## src/rtl/spi_xfer_pkg.sv

```systemverilog
// Shared types for the SPI transfer controller: FSM state encoding and SPI mode constants.
// SETUP/HOLD states exist only when SPI_XFER_CS_DELAY_EN is defined.
package spi_xfer_pkg;

  typedef enum logic [2:0] {
    ST_IDLE  = 3'd0,
`ifdef SPI_XFER_CS_DELAY_EN
    ST_SETUP = 3'd1,
    ST_HOLD  = 3'd3,
`endif
    ST_XFER  = 3'd2,
    ST_DONE  = 3'd4
  } state_t;

  localparam logic [1:0] SPI_MODE0 = 2'b00;
  localparam logic [1:0] SPI_MODE1 = 2'b01;
  localparam logic [1:0] SPI_MODE2 = 2'b10;
  localparam logic [1:0] SPI_MODE3 = 2'b11;

  localparam int MODE_CPOL_BIT = 1;
  localparam int MODE_CPHA_BIT = 0;

endpackage

```

## src/rtl/spi_baud_gen.sv

```systemverilog
// SCLK half-period counter: counts 0..div-1 while run is high, tick marks the last count.
module spi_baud_gen #(
  parameter int DIV_W = 12
) (
  input  logic             P_clk,
  input  logic             P_rst,
  input  logic             run,
  input  logic [DIV_W-1:0] div,
  output logic             tick
);

  logic [DIV_W-1:0] cnt;

  assign tick = run && (cnt == div - DIV_W'(1));

  always_ff @(posedge P_clk or negedge P_rst) begin
    if (!P_rst) begin
      cnt <= '0;
    end else if (!run || tick) begin
      cnt <= '0;
    end else begin
      cnt <= cnt + DIV_W'(1);
    end
  end

endmodule

```

## src/rtl/spi_xfer_ctrl.sv

```systemverilog
// SPI master transfer controller: slave select, SCLK generation and sample/shift strobes.
// Define SPI_XFER_CS_DELAY_EN to add one half-period of select setup and hold around SCLK.
import spi_xfer_pkg::*;

module spi_xfer_ctrl #(
  parameter int DATA_W = 8,
  parameter int NUM_SS = 4,
  parameter int DIV_W  = 12
) (
  input  logic                        P_clk,
  input  logic                        P_rst,
  input  logic                        mstr,
  input  logic                        spiswai,
  input  logic [1:0]                  spi_mode,
  input  logic                        send_data,
  input  logic                        abort,
  input  logic [$clog2(NUM_SS):0]     ss_sel,
  input  logic [$clog2(DATA_W)-1:0]   frame_len,
  input  logic [DIV_W-1:0]            baudratedivisor,
  output logic [NUM_SS-1:0]           ss_n,
  output logic                        tip,
  output logic                        sclk,
  output logic                        sample_en,
  output logic                        shift_en,
  output logic                        receive_data,
  output logic                        ovr
);

  // ss_sel carries one spare bit so out-of-range selects can be presented and rejected
  localparam int SS_W = $clog2(NUM_SS) + 1;
  localparam int FL_W = $clog2(DATA_W);
  localparam int EC_W = $clog2(2 * DATA_W) + 1;

  state_t           state;
  logic             cpol_q;
  logic             cpha_q;
  logic [FL_W-1:0]  fl_q;
  logic [DIV_W-1:0] div_q;
  logic [EC_W-1:0]  ecnt;
  logic [EC_W-1:0]  edge_nxt;
  logic [EC_W-1:0]  total;
  logic             en;
  logic             sel_ok;
  logic             start_go;
  logic             run;
  logic             tick;
  logic             last_edge;
  logic             odd_edge;

  assign en        = mstr & ~spiswai;
  assign sel_ok    = ss_sel < SS_W'(NUM_SS);
  assign start_go  = en && (state == ST_IDLE) && send_data && sel_ok;
  assign edge_nxt  = ecnt + EC_W'(1);
  assign total     = (EC_W'(fl_q) + EC_W'(1)) << 1;
  assign last_edge = (edge_nxt == total);
  assign odd_edge  = edge_nxt[0];
  assign tip       = ~&ss_n;

`ifdef SPI_XFER_CS_DELAY_EN
  assign run = (state == ST_SETUP) || (state == ST_XFER) || (state == ST_HOLD);
`else
  assign run = (state == ST_XFER);
`endif

  spi_baud_gen #(.DIV_W(DIV_W)) u_baud (
    .P_clk (P_clk),
    .P_rst (P_rst),
    .run   (run),
    .div   (div_q),
    .tick  (tick)
  );

  // Frame configuration captured at start; held constant for the whole frame
  always_ff @(posedge P_clk) begin
    if (start_go) begin
      cpha_q <= spi_mode[MODE_CPHA_BIT];
      fl_q   <= frame_len;
      div_q  <= (baudratedivisor == '0) ? DIV_W'(1) : baudratedivisor;
    end
  end

  always_ff @(posedge P_clk or negedge P_rst) begin
    if (!P_rst) begin
      state        <= ST_IDLE;
      ss_n         <= '1;
      sclk         <= 1'b0;
      cpol_q       <= 1'b0;
      ecnt         <= '0;
      sample_en    <= 1'b0;
      shift_en     <= 1'b0;
      receive_data <= 1'b0;
      ovr          <= 1'b0;
    end else begin
      sample_en    <= 1'b0;
      shift_en     <= 1'b0;
      receive_data <= 1'b0;
      ovr          <= send_data && (state != ST_IDLE);
      if (!en || (abort && (state != ST_IDLE))) begin
        state <= ST_IDLE;
        ss_n  <= '1;
        sclk  <= cpol_q;
        ecnt  <= '0;
      end else begin
        case (state)
          ST_IDLE: begin
            if (send_data) begin
              if (sel_ok) begin
                cpol_q <= spi_mode[MODE_CPOL_BIT];
                sclk   <= spi_mode[MODE_CPOL_BIT];
                ss_n   <= ~(NUM_SS'(1) << ss_sel);
                ecnt   <= '0;
`ifdef SPI_XFER_CS_DELAY_EN
                state  <= ST_SETUP;
`else
                state  <= ST_XFER;
`endif
              end else begin
                ovr <= 1'b1;
              end
            end
          end
`ifdef SPI_XFER_CS_DELAY_EN
          ST_SETUP: if (tick) state <= ST_XFER;
          ST_HOLD: begin
            if (tick) begin
              state        <= ST_DONE;
              ss_n         <= '1;
              receive_data <= 1'b1;
            end
          end
`endif
          ST_XFER: begin
            if (tick) begin
              sclk <= ~sclk;
              ecnt <= edge_nxt;
              // CPHA=0 samples on leading (odd) edges, CPHA=1 on trailing (even) edges
              if (cpha_q) begin
                shift_en  <= odd_edge;
                sample_en <= ~odd_edge;
              end else begin
                sample_en <= odd_edge;
                shift_en  <= ~odd_edge && !last_edge;
              end
              if (last_edge) begin
`ifdef SPI_XFER_CS_DELAY_EN
                state        <= ST_HOLD;
`else
                state        <= ST_DONE;
                ss_n         <= '1;
                receive_data <= 1'b1;
`endif
              end
            end
          end
          ST_DONE: state <= ST_IDLE;
          default: state <= ST_IDLE;
        endcase
      end
    end
  end

endmodule

```

## config.mk

```make
export PLATFORM = sky130hd
export DESIGN_NAME = spi_xfer_ctrl
export DESIGN_NICKNAME = d
export VERILOG_FILES = /design/src/rtl/spi_xfer_pkg.sv /design/src/rtl/spi_baud_gen.sv /design/src/rtl/spi_xfer_ctrl.sv
export SDC_FILE = /design/constraint.sdc
export NUM_CORES = 1
export LEC_CHECK = 0
export CAP_MARGIN = 20
export CORE_MARGIN = 4
export CORE_UTILIZATION = 35
export CTS_CLUSTER_SIZE = 20
export DETAILED_ROUTE_END_ITERATION = 8
export GPL_ROUTABILITY_DRIVEN = 0
export GPL_TIMING_DRIVEN = 1
export PLACE_DENSITY = 0.59
export SETUP_SLACK_MARGIN = 0.4
export SLEW_MARGIN = 10
export SYNTH_ARGS = -nofsm -noshare
export SYNTH_HDL_FRONTEND = slang
export SYNTH_HIERARCHICAL = 1
export SYNTH_SLANG_ARGS = --single-unit
```

## constraint.sdc

```tcl
create_clock -name P_clk -period 7.33 [get_ports P_clk]
set_input_delay 1.466 -clock P_clk [delete_from_list [all_inputs] [get_ports P_clk]]
set_output_delay 1.466 -clock P_clk [all_outputs]
set_load 0.01 [all_outputs]
```

==> results.ini, run 1 <==
[timing]
finalHoldViolations = 0
max_freq_ghz = 0.2659
rsz0062_at_grt = false
fin_crit_ns = 3.760
tns_ns = 0
maxSlewHeadroom = 0.3222
final-max-slew-violation-count = 0
finalSetupViolCount = 0
fin_worst_skew_ns = 0.008226
worst_pin_slew_ns = 1.017
period_share = 0.5130

[clock_tree]
cts_made_buffers = 5
insertion_delay_ns = 0.30
ctsHoldBuffers = 0
postCtsSetupBuffers = 0
clk_pin_slew_worst_paths_ns = 0.09
cts_tree = done
cts_sinks = 45
htree_levels = 2
cts_resized = 0
cts_root_buffer = clkbuf_8
clk_path_buf_depth = 2

[setup_path]
r2r_end = ss_n[0]$_DFFE_PN1P_
crit_type = reg -> reg
r2r_start = div_q[0]$_SDFFCE_PN1P_
crit_family = compound AO/OA/AOI/OAI gates
path_cells = or3_4, or4_1, o32ai_1, a31oi_1, a2111oi_4, and2_1, nor2b_1, o21ai_0, a21oi_1, a21oi_4, o32a_2
crit_required_ns = 7.57
critPathMaxStageDelay_ns = 0.94
cp_max_fo = 13
end_kind = flip-flop
start_kind = flip-flop
crit_buf_inv = 0
rrSetupSlack_ns = 3.57
critPathSlowestCell = a2111oi_4
critical_path_arrival_ns = 4.00
rr_worst_depth = 11
crit_path_start = div_q[0]$_SDFFCE_PN1P_

[min_path]
min_to = cpol_q$_DFFE_PN0P_
whs_path_depth = 2
worstHoldStart = cpol_q$_DFFE_PN0P_
worstHoldPathType = reg -> reg

[synth]
yosysUniqueCellTypes = 52
synth.most_common_cell = nand2_1
syn_avg_cell_area_um2 = 10.37
synthFlopType = dfrtp_1
synth.top_cells.by_count = 28 x nand2_1, 25 x dfrtp_1, 21 x xnor2_1
synth_area_leaders = dfrtp_1 25%, edfxtp_1 19%, xnor2_1 7.4%
synth.top_cell.area_share = 0.2514
synth_edf_count = 16
netlist_instances = 240
syn_area_mm2 = 0.002489
synth-seq-cells = 45
synth_fp_nets = 270
yosysTopAreaCell = dfrtp_1
yosysSeqAreaShare = 0.4867
async_reset_ff_frac = 0.6444
yosys_warnings = 6

[power_and_ir_drop]
ir_worst_vdd_mv = 0.08513
powerDensity_mw_per_mm2 = 153.1
power.leakage_nw = 1.148

[cells_and_area]
area_growth_pct = 19.71
diodes = 0
fin_util = 0.4337
ff_latch_area_mm2 = 0.001211
num-nets-final = 299
n_fill_cell = 660
layout-drive-gt1-share = 0.1370
multi_input_area_mm2 = 0.001181

[global_routing]
grt_pass1_wl_mm = 7.948
grt_max_degree = 30
grt_use_total = 0.1155
grt_overflow = 0
grt_pass1_vias = 1699
antenna_found_initial = 0

[routing]
routed_wl_mm = 4.653
first_pass_iters = 4
drcViolationCount = 0
via_per_inst = 4.831
wl_per_cell_um = 12.71
drtIter0Drc = 134
antenna_left = 0
vias = 1768

[floorplan]
die_x_um = 92.33
die_area_mm2 = 0.008524
ioPinCount = 36
core_area_mm2 = 0.006869
dieHeight_um = 92.33
initial_core_util = 0.3623
rows = 30

[job]
drv_cap = 0

[placed_design]
hpwl_mm = 3.530
portBuffers = 35

[status]
status = finished clean

==> per-layer routing <==
metal,part of all wire,global-route usage
met1,0.49,0.1581
met2,0.44,0.1734
met3,0.052,0.03412
met4,0.016,0.04084
met5,0,0
==> how the worst max path moves through the flow <==
stage	endpoint	cells past startpoint
after floorplan	sclk$_DFFE_PN0P_	11
after global placement	ss_n[0]$_DFFE_PN1P_	11
after detailed placement	ss_n[0]$_DFFE_PN1P_	11
after CTS	ss_n[0]$_DFFE_PN1P_	11
after global routing	ecnt[4]$_DFFE_PN0P_	11
final	ss_n[0]$_DFFE_PN1P_	11
==> logic make-up (layout without fill, tap and decap cells) <==
kind of cell / after synthesis / after routing / synth area share
AO/OA/AOI/OAI: 31 / 31 / 0.09704
buffers and inverters: 21 / 51 / 0.03871
flip-flops: 45 / 45 / 0.4867
XOR/XNOR: 31 / 31 / 0.1212
adder cells (fa/ha/maj): 4 / 4 / 0.02011
AND/OR/NAND/NOR: 107 / 107 / 0.2323
multiplexers: 1 / 1 / 0.004022
==> worst reg2reg max path, cell delays in order (launching register included) <==
cell,delay (ns)
edfxtp_1,0.45
or3_4,0.43
or4_1,0.46
o32ai_1,0.14
a31oi_1,0.11
a2111oi_4,0.94
and2_1,0.34
nor2b_1,0.06
o21ai_0,0.15
a21oi_1,0.23
a21oi_4,0.23
o32a_2,0.17
==> sequential cells by signal (all words and copies together) (netlist names) <==
name,flops
div_q,12
u_baud/cnt,12
ecnt,5
ss_n,4
fl_q,3
state,2
cpha_q,1
cpol_q,1
ovr,1
receive_data,1
sample_en,1
sclk,1
shift_en,1
==> per-stage QoR <==
step	std cells	worst slack (ns)	hold WS [ns]	instance area (um2)	total power, W
6_report	366	3.570	0.4902	2979	0.0004560
5_1_grt	366	3.227	0.5270	2979	0.0004751
4_1_cts	366	3.565	0.4973	2979	0.0004619
3_5_place_dp	358	3.584	0.4710	2897	0.0003151
3_3_place_gp	358	3.666	0.4683	2897	0.0003151
2_1_floorplan	240	4.426	0.4460	2489	0.0002906
==> placed cells by master, fill, tap and decap left out, drive strengths merged, types with 2 or more instances in the layout <==
cell type       n
dfrtp          25
nor2b           4
and3            4
o21ai          11
nor4            2
nor2           24
nand2b          5
ha              4
a21boi          2
or2b            2
a21oi           5
clkdlybuf4s50  35
o21a            2
nand4b          2
xnor2          21
nand3          11
nor3           10
clkbuf          6
edfxtp         16
nand4           4
dfstp           4
clkinv          2
inv             7
xor2            8
nand3b          3
nand2          28
==> power breakdown <==
group | total (W) | switching, W | internal [W]
clock | 0.000147 | 0.0000807 | 0.0000661
combinational | 0.0000396 | 0.0000173 | 0.0000223
sequential | 0.000270 | 0.00000379 | 0.000266
total | 0.000456 | 0.000102 | 0.000354
==> cell type report <==
| type | count | share of cell area |
|---|---|---|
| Sequential cell | 45 | 0.4066 |
| Multi-Input combinational cell | 174 | 0.3965 |
| Timing Repair Buffer | 36 | 0.1201 |
| Tap cell | 96 | 0.04032 |
| Clock buffer | 6 | 0.02436 |
| Inverter | 7 | 0.008820 |
| Clock inverter | 2 | 0.003360 |
Power figures use the tool's default switching activity.
==> run 2, diff against run 1 <==
--- a/config.mk
+++ b/config.mk
@@ -12,7 +12,7 @@
 export DETAILED_ROUTE_END_ITERATION = 8
 export GPL_ROUTABILITY_DRIVEN = 0
 export GPL_TIMING_DRIVEN = 1
-export PLACE_DENSITY = 0.59
+export PLACE_DENSITY = 0.62
 export SETUP_SLACK_MARGIN = 0.4
 export SLEW_MARGIN = 10
 export SYNTH_ARGS = -nofsm -noshare
==> constraint.sdc (replaced) <==
create_clock -name P_clk -period 3.4 [get_ports P_clk]
set_input_delay 0.68 -clock P_clk [delete_from_list [all_inputs] [get_ports P_clk]]
set_output_delay 0.68 -clock P_clk [all_outputs]
set_load 0.01 [all_outputs]
==> results.ini, run 2 (same netlist as run 1, synthesis figures left out) <==
[status]
status = finished clean

[routing]
wl_met2_mm = 2.185
drtIter0Drc = 117
wl_per_cell_um = 12.99
dr.max_layer_used = met4
antenna_left = 0
drcViolationCount = 0
via_per_inst = 4.768
vias = 1769
met3WireLength_um = 201
wl_met1_mm = 2.362
first_pass_iters = 4
routed_wl_mm = 4.819

[clock_tree]
clk_pin_slew_worst_paths_ns = 0.08
clk_path_buf_depth = 2
cts_root_buffer = clkbuf_8
htree_levels = 2
cts_tree = done
cts_made_buffers = 5
insertion_delay_ns = 0.29
cts_sinks = 45

[placed_design]
hpwl_mm = 3.658
placed_cells = 360
pre_cts_slack_ns = 0.3404
portBuffers = 35
place_area_mm2 = 0.002912

[timing]
max_freq_ghz = 0.3610
rsz0062_at_grt = false
fin_crit_ns = 2.770
worst_slack_ns = 0.6302
fin_worst_skew_ns = 0.006692
final-max-slew-violation-count = 0
worst_pin_slew_ns = 0.7359
tns_ns = 0
maxSlewHeadroom = 0.5089
holdWs_ns = 0.4957
finalSetupViolCount = 0
period_share = 0.8147
finalHoldViolations = 0

[global_routing]
grt_max_degree = 30
grt_overflow = 0
grt_use_total = 0.1233
antenna_found_initial = 0
grt_pass1_vias = 1761
grt_pass1_wl_mm = 8.390

[cells_and_area]
final_area_mm2 = 0.003037
diodes = 0
layout-drive-gt1-share = 0.1636
top_regs = div_q x12, u_baud/cnt x12, ecnt x5
finalNonFillerCells = 371
num-nets-final = 304
final_common_cell = clkdlybuf4s50_1
multi_input_area_mm2 = 0.001200
ff_latch_area_mm2 = 0.001211
n_fill_cell = 647
area_growth_pct = 22.02
layout_common_cells = 35 x clkdlybuf4s50_1, 28 x nand2_1, 25 x dfrtp_1

[power_and_ir_drop]
ir_worst_vdd_mv = 0.2319
powerDensity_mw_per_mm2 = 326.8
power.leakage_nw = 1.171

[setup_path]
critical_path_arrival_ns = 3.01
cp_max_fo = 8
end_kind = flip-flop
crit_required_ns = 3.64
start_kind = flip-flop
crit_type = reg -> reg

[floorplan]
initial_core_util = 0.3623
rows = 30
core_area_mm2 = 0.006869
dieHeight_um = 92.33
die_area_mm2 = 0.008524
die_x_um = 92.33
ioPinCount = 36

[min_path]
worstHoldPathType = reg -> reg

[job]
drv_cap = 0

==> run 2: repair_timing <==
action | in CTS | in global routing
setup buffers | 0 | 3
pin swaps | 0 | 3
hold buffers | 0 | 0
resized for setup | 2 | 5
setup endpoints to repair | 7 | 10
hold endpoints to repair | 0 | 0
==> run 2: per-stage QoR <==
step | utilization | power (W)
2_1_floorplan | - | 0.0006266
3_3_place_gp | 0.4239 | 0.0006798
3_5_place_dp | 0.4239 | 0.0006805
4_1_cts | 0.4370 | 0.001001
5_1_grt | 0.4421 | 0.001041
6_report | 0.4421 | 0.0009923
==> run 2: worst paths after layout <==
path,from,end,slack (ns),depth (start not counted)
hold / removal,cpol_q$_DFFE_PN0P_,cpol_q$_DFFE_PN0P_,0.50,2
max in group asynchronous,P_rst,ss_n[2]$_DFFE_PN1P_,2.31,2
hold reg to reg,cpol_q$_DFFE_PN0P_,cpol_q$_DFFE_PN0P_,0.50,2
setup / recovery,div_q[2]$_SDFFCE_PN0P_,ss_n[0]$_DFFE_PN1P_,0.63,11
setup reg to reg,div_q[2]$_SDFFCE_PN0P_,ss_n[0]$_DFFE_PN1P_,0.63,11
min in group asynchronous,P_rst,u_baud/cnt[1]$_DFF_PN0_,0.77,2
==> run 2: cell type report <==
class / count / area share
clock inverters: 1 / 0.002472
inverters: 7 / 0.008653
multi-input cells: 174 / 0.3951
flip-flops and latches: 45 / 0.3988
repair buffers: 41 / 0.1302
clock buffers: 7 / 0.02513
well taps: 96 / 0.03955
==> run 2: critical path: stages (launching register included) <==
cell,delay (ns)
edfxtp_1,0.46
or3_4,0.41
or4_1,0.47
o32ai_1,0.13
a31oi_1,0.11
a2111oi_4,0.24
and2_4,0.22
nor2b_1,0.05
o21ai_1,0.14
a21oi_2,0.14
a21oi_4,0.19
o32a_2,0.17
==> run 2: where the power goes <==
group	switching, W	internal, W
Sequential	0.00000858	0.000573
Combinational	0.0000389	0.0000497
Clock	0.000177	0.000146
Total	0.000224	0.000768
==> run 2: routing by layer <==
metal	GRT usage	vias to the layer above
li1	-	895
met1	0.1708	836
met2	0.1915	33
met3	0.02924	5
met4	0.03713	0
met5	0	-
==> run 3, diff against run 2 <==
--- a/config.mk
+++ b/config.mk
@@ -12,7 +12,7 @@
 export DETAILED_ROUTE_END_ITERATION = 8
 export GPL_ROUTABILITY_DRIVEN = 0
 export GPL_TIMING_DRIVEN = 1
-export PLACE_DENSITY = 0.62
+export PLACE_DENSITY = 0.59
 export SETUP_SLACK_MARGIN = 0.4
 export SLEW_MARGIN = 10
 export SYNTH_ARGS = -nofsm -noshare
==> constraint.sdc (replaced) <==
create_clock -name P_clk -period 2.85 [get_ports P_clk]
set_input_delay 0.57 -clock P_clk [delete_from_list [all_inputs] [get_ports P_clk]]
set_output_delay 0.57 -clock P_clk [all_outputs]
set_load 0.01 [all_outputs]
==> results.ini, run 3 (same netlist as run 1, synthesis figures left out) <==
[status]
status = finished clean

[floorplan]
dieHeight_um = 92.33
rows = 30
die_x_um = 92.33
core_area_mm2 = 0.006869
die_area_mm2 = 0.008524
initial_core_util = 0.3623
ioPinCount = 36

[setup_path]
crit_required_ns = 3.10
critPathMaxStageDelay_ns = 0.48
cp_max_fo = 8
end_kind = flip-flop
critPathSlowestCell = edfxtp_1
crit_type = reg -> reg
path_cells = or3_4, or4_4, o32ai_2, a31oi_2, a2111oi_4, and2_4, nor2b_2, o21ai_2, a21oi_4, a21oi_4, o22a_2
cpMostUsedCell = a21oi_4
start_kind = flip-flop
critical_path_arrival_ns = 2.95

[cells_and_area]
fin_util = 0.4601
layout-drive-gt1-share = 0.2321
layout_common_cells = 35 x clkdlybuf4s50_1, 28 x nand2_1, 25 x dfrtp_1
area_growth_pct = 27.00
final_area_mm2 = 0.003161
num-nets-final = 309
diodes = 0
final_common_cell = clkdlybuf4s50_1
finalNonFillerCells = 376
top_regs = div_q x12, u_baud/cnt x12, ecnt x5

[timing]
finalSetupViolCount = 0
period_share = 0.9473
finalHoldViolations = 0
holdWs_ns = 0.4740
worst_pin_slew_ns = 0.6175
maxSlewHeadroom = 0.5852
final-max-slew-violation-count = 0
rsz0062_at_grt = true
fin_crit_ns = 2.700
fin_worst_skew_ns = 0.007126
max_freq_ghz = 0.3704

[power_and_ir_drop]
power.leakage_nw = 1.216
ir_worst_vdd_mv = 0.1592
p_total_w = 0.001197
powerDensity_mw_per_mm2 = 378.8

[clock_tree]
clk_path_buf_depth = 2
cts_sinks = 45
cts_made_buffers = 5
insertion_delay_ns = 0.30
ctsHoldBuffers = 0
clk_pin_slew_worst_paths_ns = 0.08
cts_tree = done
htree_levels = 2
cts_root_buffer = clkbuf_8

[job]
drv_cap = 0

[routing]
drtIter0Drc = 103
routed_wl_mm = 5.102
antenna_left = 0
vias = 1811
wl_per_cell_um = 13.57
via_per_inst = 4.816
drcViolationCount = 0
first_pass_iters = 4

[global_routing]
grt_max_degree = 30
grt_pass1_vias = 1845
grt_pass1_wl_mm = 8.894
antenna_found_initial = 0
grt_use_total = 0.1304
grt_overflow = 0

[min_path]
worstHoldPathType = reg -> reg

[placed_design]
portBuffers = 35
placed_cells = 365
place_area_mm2 = 0.002960
hpwl_mm = 3.791

## run 3: repair_timing
action | 4_1_cts | 5_1_grt
resized for setup | 15 | 12
pin swaps | 5 | 3
setup buffers | 2 | 1
endpoints found under the setup margin | 14 | 15
## run 3: worst paths after layout
check,from,to,slack (ns),depth (start not counted)
min in group asynchronous,P_rst,ovr$_DFF_PN0_,0.64,2
max in group asynchronous,P_rst,ss_n[3]$_DFFE_PN1P_,1.88,2
worst max-delay path,div_q[2]$_SDFFCE_PN0P_,ss_n[1]$_DFFE_PN1P_,0.15,11
worst max register to register,div_q[2]$_SDFFCE_PN0P_,ss_n[1]$_DFFE_PN1P_,0.15,11
worst min-delay path,ecnt[4]$_DFFE_PN0P_,ecnt[4]$_DFFE_PN0P_,0.47,1
worst min register to register,ecnt[4]$_DFFE_PN0P_,ecnt[4]$_DFFE_PN0P_,0.47,1
## run 3: per-stage QoR
stage / setup TNS (ns) / setup WS, ns
final: 0 / 0.1502
after global routing: -0.03666 / -0.01659
after CTS: 0 / 0.1713
after detailed placement: 0 / 0.03043
after global placement: 0 / 0.1302
after floorplan: 0 / 0.2654
## run 3: final cells by class
cell class | count | area (um2)
Timing Repair Buffer | 46 | 440.4
Inverter | 7 | 26.28
Tap cell | 96 | 120.1
Clock buffer | 7 | 76.32
Fill cell | 647 | 3709
Sequential cell | 45 | 1211
Clock inverter | 1 | 6.256
Multi-Input combinational cell | 174 | 1280
## run 3: power breakdown
part,internal [W],total [W],switching (W)
clock,0.000175,0.000393,0.000218
combinational,0.0000614,0.000110,0.0000491
sequential,0.000684,0.000694,0.0000102
total,0.000919,0.00120,0.000278
## run 3: layer usage
| metal | up-vias | part of all wire | GRT usage |
|---|---|---|---|
| met1 | 871 | 0.51 | 0.1924 |
| met3 | 7 | 0.037 | 0.02600 |
| met4 | 0 | 0.014 | 0.04084 |
| met5 | - | 0 | 0 |
| met2 | 30 | 0.44 | 0.1915 |
| li1 | 903 | - | - |
## run 3: critical path, delay by kind of cell, from the launching register on
family           cells  cell delay [ns]
flip-flops           1             0.48
AND/OR/NAND/NOR      4             1.11
AO/OA/AOI/OAI        7             1.06
